===== config.mk =====
export PLATFORM = sky130hd
export DESIGN_NAME = seg7_scan_driver_flat
export DESIGN_NICKNAME = d
export VERILOG_FILES = /design/src/rtl/seg7_scan_if.sv /design/src/rtl/seg7_scan_driver.sv /design/src/flat_wrapper.sv
export SDC_FILE = /design/constraint.sdc
export NUM_CORES = 1
export LEC_CHECK = 0
export CORE_MARGIN = 5
export CORE_UTILIZATION = 47
export DETAILED_ROUTE_END_ITERATION = 12
export MAX_ROUTING_LAYER = met4
export PLACE_DENSITY = 0.69
export SLEW_MARGIN = 20
export SYNTH_ARGS = -nofsm -noshare
export SYNTH_HDL_FRONTEND = slang
export SYNTH_SLANG_ARGS = --single-unit

===== constraint.sdc =====
create_clock -name clk -period 2.7 [get_ports clk]
set_input_delay 0.54 -clock clk [delete_from_list [all_inputs] [get_ports clk]]
set_output_delay 0.54 -clock clk [all_outputs]
set_load 0.01 [all_outputs]

===== src/rtl/seg7_scan_if.sv =====
// ---------------------------------------------------------------------------
// seg7_scan_if
// Bundle of display data and drive signals between a host (master) and the
// seven-segment scan driver (slave).
//   bcd_in     [4*DIGITS] packed BCD, digit i at bits [4i+3:4i]
//   load                  capture bcd_in/dp_in/blink_mask into shadow regs
//   dp_in      [DIGITS]   decimal-point request per digit
//   blink_mask [DIGITS]   per-digit blink enable
//   blank_lz              leading-zero blanking enable (live)
//   seg_out    [7]        segments a..g (bit6=a, bit0=g)
//   dp_out                decimal point of the active digit
//   an_out     [DIGITS]   one-hot digit select
//   frame_done            one-cycle pulse per completed scan frame
// ---------------------------------------------------------------------------
interface seg7_scan_if #(
    parameter int DIGITS = 4
) ();
    logic [4*DIGITS-1:0] bcd_in;
    logic                load;
    logic [DIGITS-1:0]   dp_in;
    logic [DIGITS-1:0]   blink_mask;
    logic                blank_lz;
    logic [6:0]          seg_out;
    logic                dp_out;
    logic [DIGITS-1:0]   an_out;
    logic                frame_done;

    modport master (
        output bcd_in, load, dp_in, blink_mask, blank_lz,
        input  seg_out, dp_out, an_out, frame_done
    );

    modport slave (
        input  bcd_in, load, dp_in, blink_mask, blank_lz,
        output seg_out, dp_out, an_out, frame_done
    );
endinterface


===== src/rtl/seg7_scan_driver.sv =====
// ---------------------------------------------------------------------------
// seg7_scan_driver
// Time-multiplexed BCD seven-segment display driver with leading-zero
// blanking, per-digit blinking and decimal points. All outputs registered.
//   clk  : single clock, rising edge
//   rst  : asynchronous, active-high reset
//   bus  : seg7_scan_if.slave (data inputs, segment/anode/frame outputs)
// Parameters: DIGITS (2..8), SCAN_DIV (>=2 clk per digit), BLINK_DIV
// (>=1 frames per blink half-period), SEG_ACTIVE_LOW, AN_ACTIVE_LOW.
// ---------------------------------------------------------------------------
module seg7_scan_driver #(
    parameter int DIGITS         = 4,
    parameter int SCAN_DIV       = 1000,
    parameter int BLINK_DIV      = 64,
    parameter int SEG_ACTIVE_LOW = 0,
    parameter int AN_ACTIVE_LOW  = 1
) (
    input  logic        clk,
    input  logic        rst,
    seg7_scan_if.slave  bus
);
    localparam int IDX_W = $clog2(DIGITS);
    localparam int PRE_W = $clog2(SCAN_DIV);
    localparam int FRM_W = (BLINK_DIV > 1) ? $clog2(BLINK_DIV) : 1;

    // Inactive output levels; XOR with these applies the polarity.
    localparam logic [6:0]        SEG_OFF = (SEG_ACTIVE_LOW != 0) ? 7'h7F : 7'h00;
    localparam logic              DP_OFF  = (SEG_ACTIVE_LOW != 0);
    localparam logic [DIGITS-1:0] AN_OFF  = (AN_ACTIVE_LOW != 0) ? {DIGITS{1'b1}} : '0;

    function automatic logic [6:0] bcd_to_seg(input logic [3:0] d);
        case (d)
            4'd0:    bcd_to_seg = 7'b1111110;
            4'd1:    bcd_to_seg = 7'b0110000;
            4'd2:    bcd_to_seg = 7'b1101101;
            4'd3:    bcd_to_seg = 7'b1111001;
            4'd4:    bcd_to_seg = 7'b0110011;
            4'd5:    bcd_to_seg = 7'b1011011;
            4'd6:    bcd_to_seg = 7'b1011111;
            4'd7:    bcd_to_seg = 7'b1110000;
            4'd8:    bcd_to_seg = 7'b1111111;
            4'd9:    bcd_to_seg = 7'b1111011;
            default: bcd_to_seg = 7'b0000000;
        endcase
    endfunction

    logic [PRE_W-1:0]    presc_q, presc_d;
    logic [IDX_W-1:0]    idx_q, idx_d;
    logic [FRM_W-1:0]    frame_cnt_q, frame_cnt_d;
    logic                phase_q, phase_d;
    logic [4*DIGITS-1:0] sh_bcd_q, sh_bcd_d;
    logic [DIGITS-1:0]   sh_dp_q, sh_dp_d;
    logic [DIGITS-1:0]   sh_mask_q, sh_mask_d;
    logic [6:0]          seg_out_q, seg_out_d;
    logic                dp_out_q, dp_out_d;
    logic [DIGITS-1:0]   an_out_q, an_out_d;
    logic                frame_done_q, frame_done_d;

    logic                tick, wrap;
    logic [3:0]          cur_bcd;
    logic                cur_dp, cur_blink_en, cur_lz, higher_zero, blink_off;
    logic [DIGITS-1:0]   onehot;
    logic [6:0]          seg_on;
    logic                dp_on;

    // Scan timing, blink phase and shadow capture.
    always_comb begin
        tick        = (presc_q == PRE_W'(SCAN_DIV - 1));
        wrap        = tick && (idx_q == IDX_W'(DIGITS - 1));
        presc_d     = tick ? '0 : presc_q + PRE_W'(1);
        idx_d       = idx_q;
        frame_cnt_d = frame_cnt_q;
        phase_d     = phase_q;
        if (tick) begin
            idx_d = wrap ? '0 : idx_q + IDX_W'(1);
        end
        if (wrap) begin
            if (frame_cnt_q == FRM_W'(BLINK_DIV - 1)) begin
                frame_cnt_d = '0;
                phase_d     = ~phase_q;
            end else begin
                frame_cnt_d = frame_cnt_q + FRM_W'(1);
            end
        end
        sh_bcd_d  = bus.load ? bus.bcd_in     : sh_bcd_q;
        sh_dp_d   = bus.load ? bus.dp_in      : sh_dp_q;
        sh_mask_d = bus.load ? bus.blink_mask : sh_mask_q;
    end

    // Output image of the currently selected digit, built from registered
    // index/shadow state so the outputs trail them by exactly one cycle.
    always_comb begin
        cur_bcd      = 4'd0;
        cur_dp       = 1'b0;
        cur_blink_en = 1'b0;
        cur_lz       = 1'b0;
        onehot       = '0;
        // Walk from the most significant digit down: a digit is a leading
        // zero when it and every digit above it are zero.
        higher_zero  = 1'b1;
        for (int i = DIGITS - 1; i >= 0; i--) begin
            higher_zero = higher_zero && (sh_bcd_q[4*i +: 4] == 4'd0);
            if (idx_q == IDX_W'(i)) begin
                cur_bcd      = sh_bcd_q[4*i +: 4];
                cur_dp       = sh_dp_q[i];
                cur_blink_en = sh_mask_q[i];
                cur_lz       = bus.blank_lz && higher_zero && (i != 0);
                onehot[i]    = 1'b1;
            end
        end
        blink_off    = cur_blink_en && phase_q;
        seg_on       = (blink_off || cur_lz) ? 7'b0000000 : bcd_to_seg(cur_bcd);
        // A leading-zero digit keeps its decimal point; blinking hides it.
        dp_on        = cur_dp && !blink_off;
        seg_out_d    = seg_on ^ SEG_OFF;
        dp_out_d     = dp_on ^ DP_OFF;
        an_out_d     = onehot ^ AN_OFF;
        frame_done_d = wrap;
    end

    always_ff @(posedge clk or posedge rst) begin
        if (rst) begin
            presc_q      <= '0;
            idx_q        <= '0;
            frame_cnt_q  <= '0;
            phase_q      <= 1'b0;
            sh_bcd_q     <= '0;
            sh_dp_q      <= '0;
            sh_mask_q    <= '0;
            seg_out_q    <= SEG_OFF;
            dp_out_q     <= DP_OFF;
            an_out_q     <= AN_OFF;
            frame_done_q <= 1'b0;
        end else begin
            presc_q      <= presc_d;
            idx_q        <= idx_d;
            frame_cnt_q  <= frame_cnt_d;
            phase_q      <= phase_d;
            sh_bcd_q     <= sh_bcd_d;
            sh_dp_q      <= sh_dp_d;
            sh_mask_q    <= sh_mask_d;
            seg_out_q    <= seg_out_d;
            dp_out_q     <= dp_out_d;
            an_out_q     <= an_out_d;
            frame_done_q <= frame_done_d;
        end
    end

    assign bus.seg_out    = seg_out_q;
    assign bus.dp_out     = dp_out_q;
    assign bus.an_out     = an_out_q;
    assign bus.frame_done = frame_done_q;
endmodule


===== src/flat_wrapper.sv =====
// flat-port wrapper written by rule: the top's interface ports become plain ports
module seg7_scan_driver_flat 
#(
    parameter int DIGITS         = 4,
    parameter int SCAN_DIV       = 1000,
    parameter int BLINK_DIV      = 64,
    parameter int SEG_ACTIVE_LOW = 0,
    parameter int AN_ACTIVE_LOW  = 1
)
  (clk, rst, bus_bcd_in, bus_load, bus_dp_in, bus_blink_mask, bus_blank_lz, bus_seg_out, bus_dp_out, bus_an_out, bus_frame_done);
  seg7_scan_if #(.DIGITS(DIGITS)) bus_i ();
  input  logic clk;
  input  logic rst;
  input wire logic [$bits(bus_i.bcd_in)-1:0] bus_bcd_in;
  input wire logic [$bits(bus_i.load)-1:0] bus_load;
  input wire logic [$bits(bus_i.dp_in)-1:0] bus_dp_in;
  input wire logic [$bits(bus_i.blink_mask)-1:0] bus_blink_mask;
  input wire logic [$bits(bus_i.blank_lz)-1:0] bus_blank_lz;
  output wire logic [$bits(bus_i.seg_out)-1:0] bus_seg_out;
  output wire logic [$bits(bus_i.dp_out)-1:0] bus_dp_out;
  output wire logic [$bits(bus_i.an_out)-1:0] bus_an_out;
  output wire logic [$bits(bus_i.frame_done)-1:0] bus_frame_done;
  assign bus_i.bcd_in = bus_bcd_in;
  assign bus_i.load = bus_load;
  assign bus_i.dp_in = bus_dp_in;
  assign bus_i.blink_mask = bus_blink_mask;
  assign bus_i.blank_lz = bus_blank_lz;
  assign bus_seg_out = bus_i.seg_out;
  assign bus_dp_out = bus_i.dp_out;
  assign bus_an_out = bus_i.an_out;
  assign bus_frame_done = bus_i.frame_done;
  seg7_scan_driver #(.DIGITS(DIGITS), .SCAN_DIV(SCAN_DIV), .BLINK_DIV(BLINK_DIV), .SEG_ACTIVE_LOW(SEG_ACTIVE_LOW), .AN_ACTIVE_LOW(AN_ACTIVE_LOW)) u_core (.clk(clk), .rst(rst), .bus(bus_i));
endmodule

==> flow_summary.yaml <==
yosys:
  yosys_warnings: 0
  synth_cells: 240
  avgSynthCellArea_sq_um: 10.94
  synth_edf_count: 0
  synthArstFlopShare: 1.000
  synth_area_sq_um: 2626
  synth_nets: 279
  synthFlopType: "dfrtp_1"
  yosys.cell_types.count: 45
  ys_seq_area_frac: 0.5355
  synth_seq_cells: 56
sta:
  relSlewSlack: 0.4818
  finalCriticalPeriod_ps: 2488
  setup_viol: 0
  slew_viol_final: 0
  setup_ws_ps: 212.5
  worst_slew_pin_slew_ps: 772.1
  period_share: 0.9213
  final-hold-violation-count: 0
  tns_ps: 0
  holdWs_ps: 482.4
  clock_skew_ps: 6.856
  rsz0062_at_grt: "no"
  max_freq_mhz: 402.0
job:
  cap_violations: 0
final_layout:
  syn2layout_area_growth_pct: 23.01
  layout_commonest_cell: "dfrtp_1"
  final_cell_mix: "52 x dfrtp_1, 40 x clkdlybuf4s50_1, 25 x nand2_1"
  instances_no_fill: 357
  fin_area_sq_um: 3231
  n_antenna_cell: 0
  drive_gt1_frac: 0.1474
  final_net_count: 323
power:
  ir_drop_v: 0.0002748
  netSwitchingPower_uw: 386.3
  combPwrFrac: 0.135
  internal_power_uw: 1299
  power_frac_seq: 0.548
  switching_share: 0.2292
  p_leak_uw: 0.001387
  cellPowerDensity_nw_per_um2: 521.6
  clockPowerShare: 0.317
floorplanning:
  start_util: 0.4799
  die_h_microns: 84.75
  die_area_sq_um: 7183
  io_pins: 41
  coreArea_sq_um: 5473
  die_w_microns: 84.75
  rows: 27
critical_path:
  worst_ep_arrival_time_ps: 2730
  regToRegStartpoint: "u_core.idx_q[0]"
  path_max_fanout: 12
  r2r-end: "u_core.bus.seg_out[0]"
  required_ps: 2940
  endpoint_kind: "flop"
  slowest_stage: "dfrtp_1"
  crit_chain: "inv_1 > ha_1 > and2b_1 > a21oi_1 > or2_2 > inv_1 > ha_1 > or3_1 > a21oi_1"
  worst-r2r-setup-slack_ps: 210
  start_kind: "flop"
  r2r_cells: 9
  slowest_delay_ps: 410
  worst-setup-path-type: "flop to flop"
hold_path:
  min_path_type: "flop to flop"
  min_to: "u_core.frame_cnt_q[5]"
  hold_depth: 1
  min_from: "u_core.frame_cnt_q[5]"
global_routing:
  grt_max_degree: 44
  grt_pass1_vias: 1974
  antenna_found_initial: 0
  overflow: 0
  track_usage: 0.1588
  grt_pass1_wl_mm: 8.983
placed_design:
  dpl.cell_count: 349
  place_congestion: 0.8716
  hpwl_mm: 3.718
  port-buffer-count: 40
  place_ws_ps: 263.8
  dpl-instance-area_sq_um: 3123
cts:
  clock_path_buffers: 2
  clk_latency_ps: 310
  cts_setup_buffers: 0
  cts_resized: 0
  ctsHtreeMaxLevel: 2
  cts_buffers: 5
  tritoncts: "built"
  path_clk_slew_ps: 90
  cts_root_buf: "clkbuf_8"
  clkSinkCount: 56
  cts_hold_buf: 0
routing:
  finalWirelength_mm: 5.092
  drt_iter0_markers: 71
  ant_nets: 0
  via_count: 1885
  drc: 0
  drt_pass1_iterations: 4
  post_drt_wl_per_cell_microns: 14.26
  vias_per_cell: 5.280
run_status:
  outcome: "finished, final reports clean"
[synth_stat cells, types with 2 or more instances]
master | n | area, sq um
a21oi_1 | 13 | 65.06
buf_2 | 2 | 10.01
o21ai_0 | 9 | 45.04
nor3_1 | 4 | 20.02
xnor2_1 | 4 | 35.03
o41ai_1 | 2 | 17.52
mux2_2 | 22 | 247.7
nand3_1 | 7 | 35.03
nor2b_1 | 4 | 25.02
xor2_1 | 5 | 43.79
dfrtp_1 | 52 | 1301
a311o_1 | 2 | 20.02
buf_1 | 2 | 7.510
and3_1 | 2 | 12.51
o21ai_1 | 4 | 20.02
dfstp_2 | 4 | 105.1
a221oi_1 | 3 | 26.28
nor2_1 | 17 | 63.81
clkbuf_1 | 2 | 7.510
nand3b_1 | 3 | 22.52
inv_1 | 14 | 52.55
nand2_1 | 25 | 93.84
nor4_1 | 3 | 18.77
nand4_1 | 2 | 12.51
nor3b_1 | 3 | 22.52
ha_1 | 11 | 137.6
[registers in the layout, indices dropped and copies added (netlist names)]
name,cells
u_core.bus.an_out,4
u_core.bus.dp_out,1
u_core.bus.frame_done,1
u_core.bus.seg_out,7
u_core.frame_cnt_q,6
u_core.idx_q,2
u_core.phase_q,1
u_core.presc_q,10
u_core.sh_bcd_q,16
u_core.sh_dp_q,4
u_core.sh_mask_q,4
[cell type report]
class | instances | area, sq um
clock inverter | 2 | 35.03
timing repair buffer | 44 | 442.9
multi-input combinational | 162 | 1127
fill | 476 | 2242
clock buffer | 6 | 72.57
tap | 72 | 90.09
inverter | 15 | 56.30
sequential | 56 | 1406
[metal layers]
layer  GRT usage  wire [microns]  vias up
li1            -               -      919
met1      0.1979            2276      924
met2      0.2662            2548       36
met3     0.03140             218        6
met4     0.03885              48        0
met5           -               0        -
[cells by family (layout without fill, tap and decap cells)]
family,count (synthesis),count (layout),synth area share
adder cells (fa/ha/maj),11,11,0.05241
multiplexers,23,23,0.09814
AO/OA/AOI/OAI,43,43,0.1077
AND/OR/NAND/NOR,76,76,0.1410
flip-flops,56,56,0.5355
buffers and inverters,22,67,0.03526
XOR/XNOR,9,9,0.03001
[how the worst max path moves through the flow]
stage / start / to / slack, ps / cells past startpoint
global placement: u_core.idx_q[0] / u_core.bus.seg_out[0] / 360 / 9
detailed placement: u_core.idx_q[0] / u_core.bus.seg_out[0] / 260 / 9
global route: u_core.idx_q[0] / u_core.bus.seg_out[0] / 50 / 9
CTS: u_core.idx_q[0] / u_core.bus.seg_out[0] / 240 / 9
finish: u_core.idx_q[0] / u_core.bus.seg_out[0] / 210 / 9
floorplan: u_core.idx_q[0] / u_core.bus.seg_out[0] / 520 / 10
[power by group through the flow]
stage	clock (uW)	sequential, uW	combinational [uW]
6_report	534	924	227
5_1_grt	576	932	250
4_1_cts	551	925	230
3_5_place_dp	0	941	228
3_3_place_gp	0	941	224
2_1_floorplan	0	941	110
[stage by stage]
step / utilization / total power (uW)
after global routing: 0.5903 / 1758
after detailed placement: 0.5706 / 1169
final: 0.5903 / 1685
after floorplan: - / 1051
after global placement: 0.5706 / 1165
after CTS: 0.5903 / 1706
[critical path, delay by kind of cell (launching register included)]
| kind | cells | cell delay (ps) |
|---|---|---|
| AND/OR/NAND/NOR | 3 | 860 |
| adder cells (fa/ha/maj) | 2 | 560 |
| flip-flops | 1 | 410 |
| AO/OA/AOI/OAI | 2 | 380 |
| buffers and inverters | 2 | 190 |
No activity file was read; power rests on OpenSTA's default activity.
==> RTL change 1: new RTL, config.mk and constraints unchanged <==
Take the reset off `sh_bcd_q`, `sh_dp_q` and `sh_mask_q` and load them in a clocked block of their own.
--- a/src/rtl/seg7_scan_driver.sv
+++ b/src/rtl/seg7_scan_driver.sv
@@ -124,9 +124,6 @@
             idx_q        <= '0;
             frame_cnt_q  <= '0;
             phase_q      <= 1'b0;
-            sh_bcd_q     <= '0;
-            sh_dp_q      <= '0;
-            sh_mask_q    <= '0;
             seg_out_q    <= SEG_OFF;
             dp_out_q     <= DP_OFF;
             an_out_q     <= AN_OFF;
@@ -136,14 +133,17 @@
             idx_q        <= idx_d;
             frame_cnt_q  <= frame_cnt_d;
             phase_q      <= phase_d;
-            sh_bcd_q     <= sh_bcd_d;
-            sh_dp_q      <= sh_dp_d;
-            sh_mask_q    <= sh_mask_d;
             seg_out_q    <= seg_out_d;
             dp_out_q     <= dp_out_d;
             an_out_q     <= an_out_d;
             frame_done_q <= frame_done_d;
         end
+    end
+
+    always_ff @(posedge clk) begin
+        sh_bcd_q  <= sh_bcd_d;
+        sh_dp_q   <= sh_dp_d;
+        sh_mask_q <= sh_mask_d;
     end
 
     assign bus.seg_out    = seg_out_q;
Check against the original RTL: not equivalent (a bounded check fails within 4 cycles, from zero or initial values and one cycle with rst high).
==> RTL change 1 against the unedited design <==
- via count fell by 8.9%
- design area down 3.6%
- power decreased by 2.4%
- worst setup slack improved by 0.0041 ns
- sequential cell count unchanged
- routed wire length down 11%
- critical path depth decreased by 1
- area after synthesis shrank 4.5%
- critical path type unchanged
==> RTL change 1: results (changes against the unedited design) <==
metric	value	unit	change
status	finished clean		
post-synth net total	247		-11%
Met3 Wirelength	212	um	-2.8%
core footprint	5140	um2	-6.1%
Gate Count Post-Synth	208		-13%
Repair and plain buffers	46		+4.5%
GRT Overall Usage	14.4	%	-1.5 points
post-synthesis sequential area ratio	60.9	%	+7.3 points
XOR/XNOR Fraction of Synth Area	2.79	%	-0.21 points
WL per Instance	14.0	um	-1.8%
reg2reg path depth	8		-1
met2 WL	2050	um	-19%
GR Util met3	3.37	%	+0.23 points
Placed Area	3000	um2	-4.0%
Compound-Gate Fraction of Synth Area	11.5	%	+0.71 points
post-route insts no fill	325		-9.0%
Power Combinational	0.145	mW	-36%
GP Congestion	0.864		-0.92%
largest net degree at the start of global routing	33		-25%
post-synthesis mux area share	1.70	%	-8.1 points
peak supply drop	0.332	mV	+21%
signal buffers share of area	14.3	%	+0.60 points
M1 WL	2180	um	-4.1%
vias in the first global route	1597		-19%
HPWL Detailed	3400	um	-8.4%
clock-net power	0.545	mW	+2%
clock-cell share of area	3.58	%	+0.25 points
Flop+latch power	0.955	mW	+3.4%
top layer in use	met4		
grt met1 use	19.3	%	-0.49 points
met2 Use GR	21.0	%	-5.6 points
worst slack at placement	0.189	ns	-0.0749 ns
count of multi-input gates	133		-18%
global-route wire length before repair	7730	um	-14%
clk_skew	0.00555	ns	-0.00130 ns
Pre-antenna DRT Iters	5		+1
Async S/R FF share, synth	57.1	%	-43 points
DRT iter0 DRCs	95		+34%
adder-cell share of the synthesized area	5.49	%	+0.25 points
share of layout cells above drive strength 1	9.02	%	-5.7 points
switching portion of total power	21.3	%	-1.6 points
Leakage	1.23	nW	-12%
number of flops mapped to enable cells by yosys	24		+24
DR vias	1718		-8.9%
area of the multi-input gates	897	um2	-20%
fraction of area in registers	49.0	%	+5.5 points
dpl cells	317		-9.2%
Synth cell types	46		+2.2%
fill cell count	462		-2.9%
==> RTL change 1: changes by cell type after synthesis, moves of 3 or more <==
cell      unedited run  this run
nand3_1              7        12
nand2_1             25        15
o21ai_1              4         1
inv_1               14        11
or3_1                1         4
a211oi_1             1         4
edfxtp_1             0        24
dfrtp_1             52        28
mux2_2              22         2
nor2_1              17        11
==> RTL change 1: worst paths after layout <==
path,to,start,slack [ns]
max,u_core.bus.seg_out[3]$_DFF_PP0_,u_core.idx_q[0]$_DFFE_PP0N_,0.22
min,u_core.presc_q[0]$_DFF_PP0_,u_core.presc_q[0]$_DFF_PP0_,0.46
max reg2reg,u_core.bus.seg_out[3]$_DFF_PP0_,u_core.idx_q[0]$_DFFE_PP0N_,0.22
min reg2reg,u_core.presc_q[0]$_DFF_PP0_,u_core.presc_q[0]$_DFF_PP0_,0.46
max in group asynchronous,u_core.bus.an_out[0]$_DFF_PP1_,rst,1.77
min in group asynchronous,u_core.bus.seg_out[4]$_DFF_PP0_,rst,0.62
==> RTL change 2: new RTL, same settings <==
Without the edit above. `SCAN_DIV` is set to 1000 in 2 places; all go to 4000.
--- a/src/rtl/seg7_scan_driver.sv
+++ b/src/rtl/seg7_scan_driver.sv
@@ -10,7 +10,7 @@
 // ---------------------------------------------------------------------------
 module seg7_scan_driver #(
     parameter int DIGITS         = 4,
-    parameter int SCAN_DIV       = 1000,
+    parameter int SCAN_DIV       = 4000,
     parameter int BLINK_DIV      = 64,
     parameter int SEG_ACTIVE_LOW = 0,
     parameter int AN_ACTIVE_LOW  = 1
--- a/src/flat_wrapper.sv
+++ b/src/flat_wrapper.sv
@@ -2,7 +2,7 @@
 module seg7_scan_driver_flat 
 #(
     parameter int DIGITS         = 4,
-    parameter int SCAN_DIV       = 1000,
+    parameter int SCAN_DIV       = 4000,
     parameter int BLINK_DIV      = 64,
     parameter int SEG_ACTIVE_LOW = 0,
     parameter int AN_ACTIVE_LOW  = 1
Behaviour: no difference found for any inputs over 10 cycles, from zero or initial values and one cycle with rst high; that may be too few to reach the edited logic, so the function may still have changed.
==> RTL change 2 against the unedited design <==
- critical path depth shrank 1
- area after synthesis rose by 7.6%
- core utilization down 0.59 points
- clock skew rose by 0.0012 ns
- design area up 6.5%
- die area increased by 6.7%
- power rose by 13%
- sequential cell count rose by 2
- routed wire length rose by 2.6%
- worst setup slack improved by 0.21 ns
==> RTL change 2: results (changes against the unedited design) <==
metric	value	unit	change
status	finished clean		
post-synth net total	293		+5.0%
Met3 Wirelength	269	um	+23%
CP max FO	13		+1
reg2reg path depth	8		-1
peak supply drop	0.268	mV	-2.4%
Pre-antenna DRT Iters	6		+2
critical path's slowest cell	ha_1		
HPWL Detailed	3710	um	-0.18%
post-route insts no fill	375		+5.0%
global-route wire length before repair	8960	um	-0.22%
vias in the first global route	1877		-4.9%
GR Util met3	3.20	%	+0.058 points
DRT iter0 DRCs	65		-8.5%
met2 WL	2290	um	-10%
DR vias/cell	5.17		-2.1%
share of layout cells above drive strength 1	17.7	%	+2.9 points
WL per Instance	13.9	um	-2.3%
worst skew pair latency	0.34	ns	+0.03 ns
Slew headroom	60.8	%	+13 points
dpl cells	359		+2.9%
clk_skew	0.00810	ns	+0.00124 ns
Crit path arrival time	2.50	ns	-0.23 ns
GP Congestion	0.860		-1.3%
Reg clk slew, reported paths	0.06	ns	-0.03 ns
worst slack at placement	0.458	ns	+0.194 ns
largest net degree at the start of global routing	59		+34%
RTL change 2: cell types whose count changed after synthesis, moves of 3 or more:
cell | before | now
o21ai_0 | 9 | 12
nand3_1 | 7 | 11
xnor2_1 | 4 | 7
nor2_1 | 17 | 14
nand2_1 | 25 | 21
o21ai_1 | 4 | 1
RTL change 2: cell type report:
| cell class | instances | area [um2] |
|---|---|---|
| sequential | 58 | 1460 |
| inverter | 14 | 52.6 |
| clock inverter | 2 | 10.0 |
| fill | 514 | 2450 |
| multi-input combinational | 169 | 1220 |
| tap | 75 | 93.8 |
| timing repair buffer | 43 | 435 |
| clock buffer | 14 | 173 |
RTL change 2: final timing paths:
check	start	endpoint	slack [ns]
setup / recovery	u_core.idx_q[0]$_DFFE_PP0N_	u_core.bus.seg_out[2]$_DFF_PP0_	0.42
hold / removal	u_core.frame_cnt_q[5]$_DFFE_PP0P_	u_core.frame_cnt_q[5]$_DFFE_PP0P_	0.48
setup reg to reg	u_core.idx_q[0]$_DFFE_PP0N_	u_core.bus.seg_out[2]$_DFF_PP0_	0.42
hold reg to reg	u_core.frame_cnt_q[5]$_DFFE_PP0P_	u_core.frame_cnt_q[5]$_DFFE_PP0P_	0.48
max in group asynchronous	rst	u_core.bus.an_out[0]$_DFF_PP1_	1.83
min in group asynchronous	rst	u_core.presc_q[6]$_DFF_PP0_	0.58
RTL change 2: kinds of logic (layout without fill, tap and decap cells):
family / count (synthesis) / count (layout) / share of synthesized area (%)
adders and majority gates: 11 / 11 / 4.87
buffers and inverters: 27 / 73 / 5.31
DFF: 58 / 58 / 51.6
muxes: 28 / 28 / 11.2
and+or+nand+nor: 78 / 78 / 14.5
AOI/OAI and AO/OA: 41 / 41 / 9.17
xor gates and xnor gates: 11 / 11 / 3.41
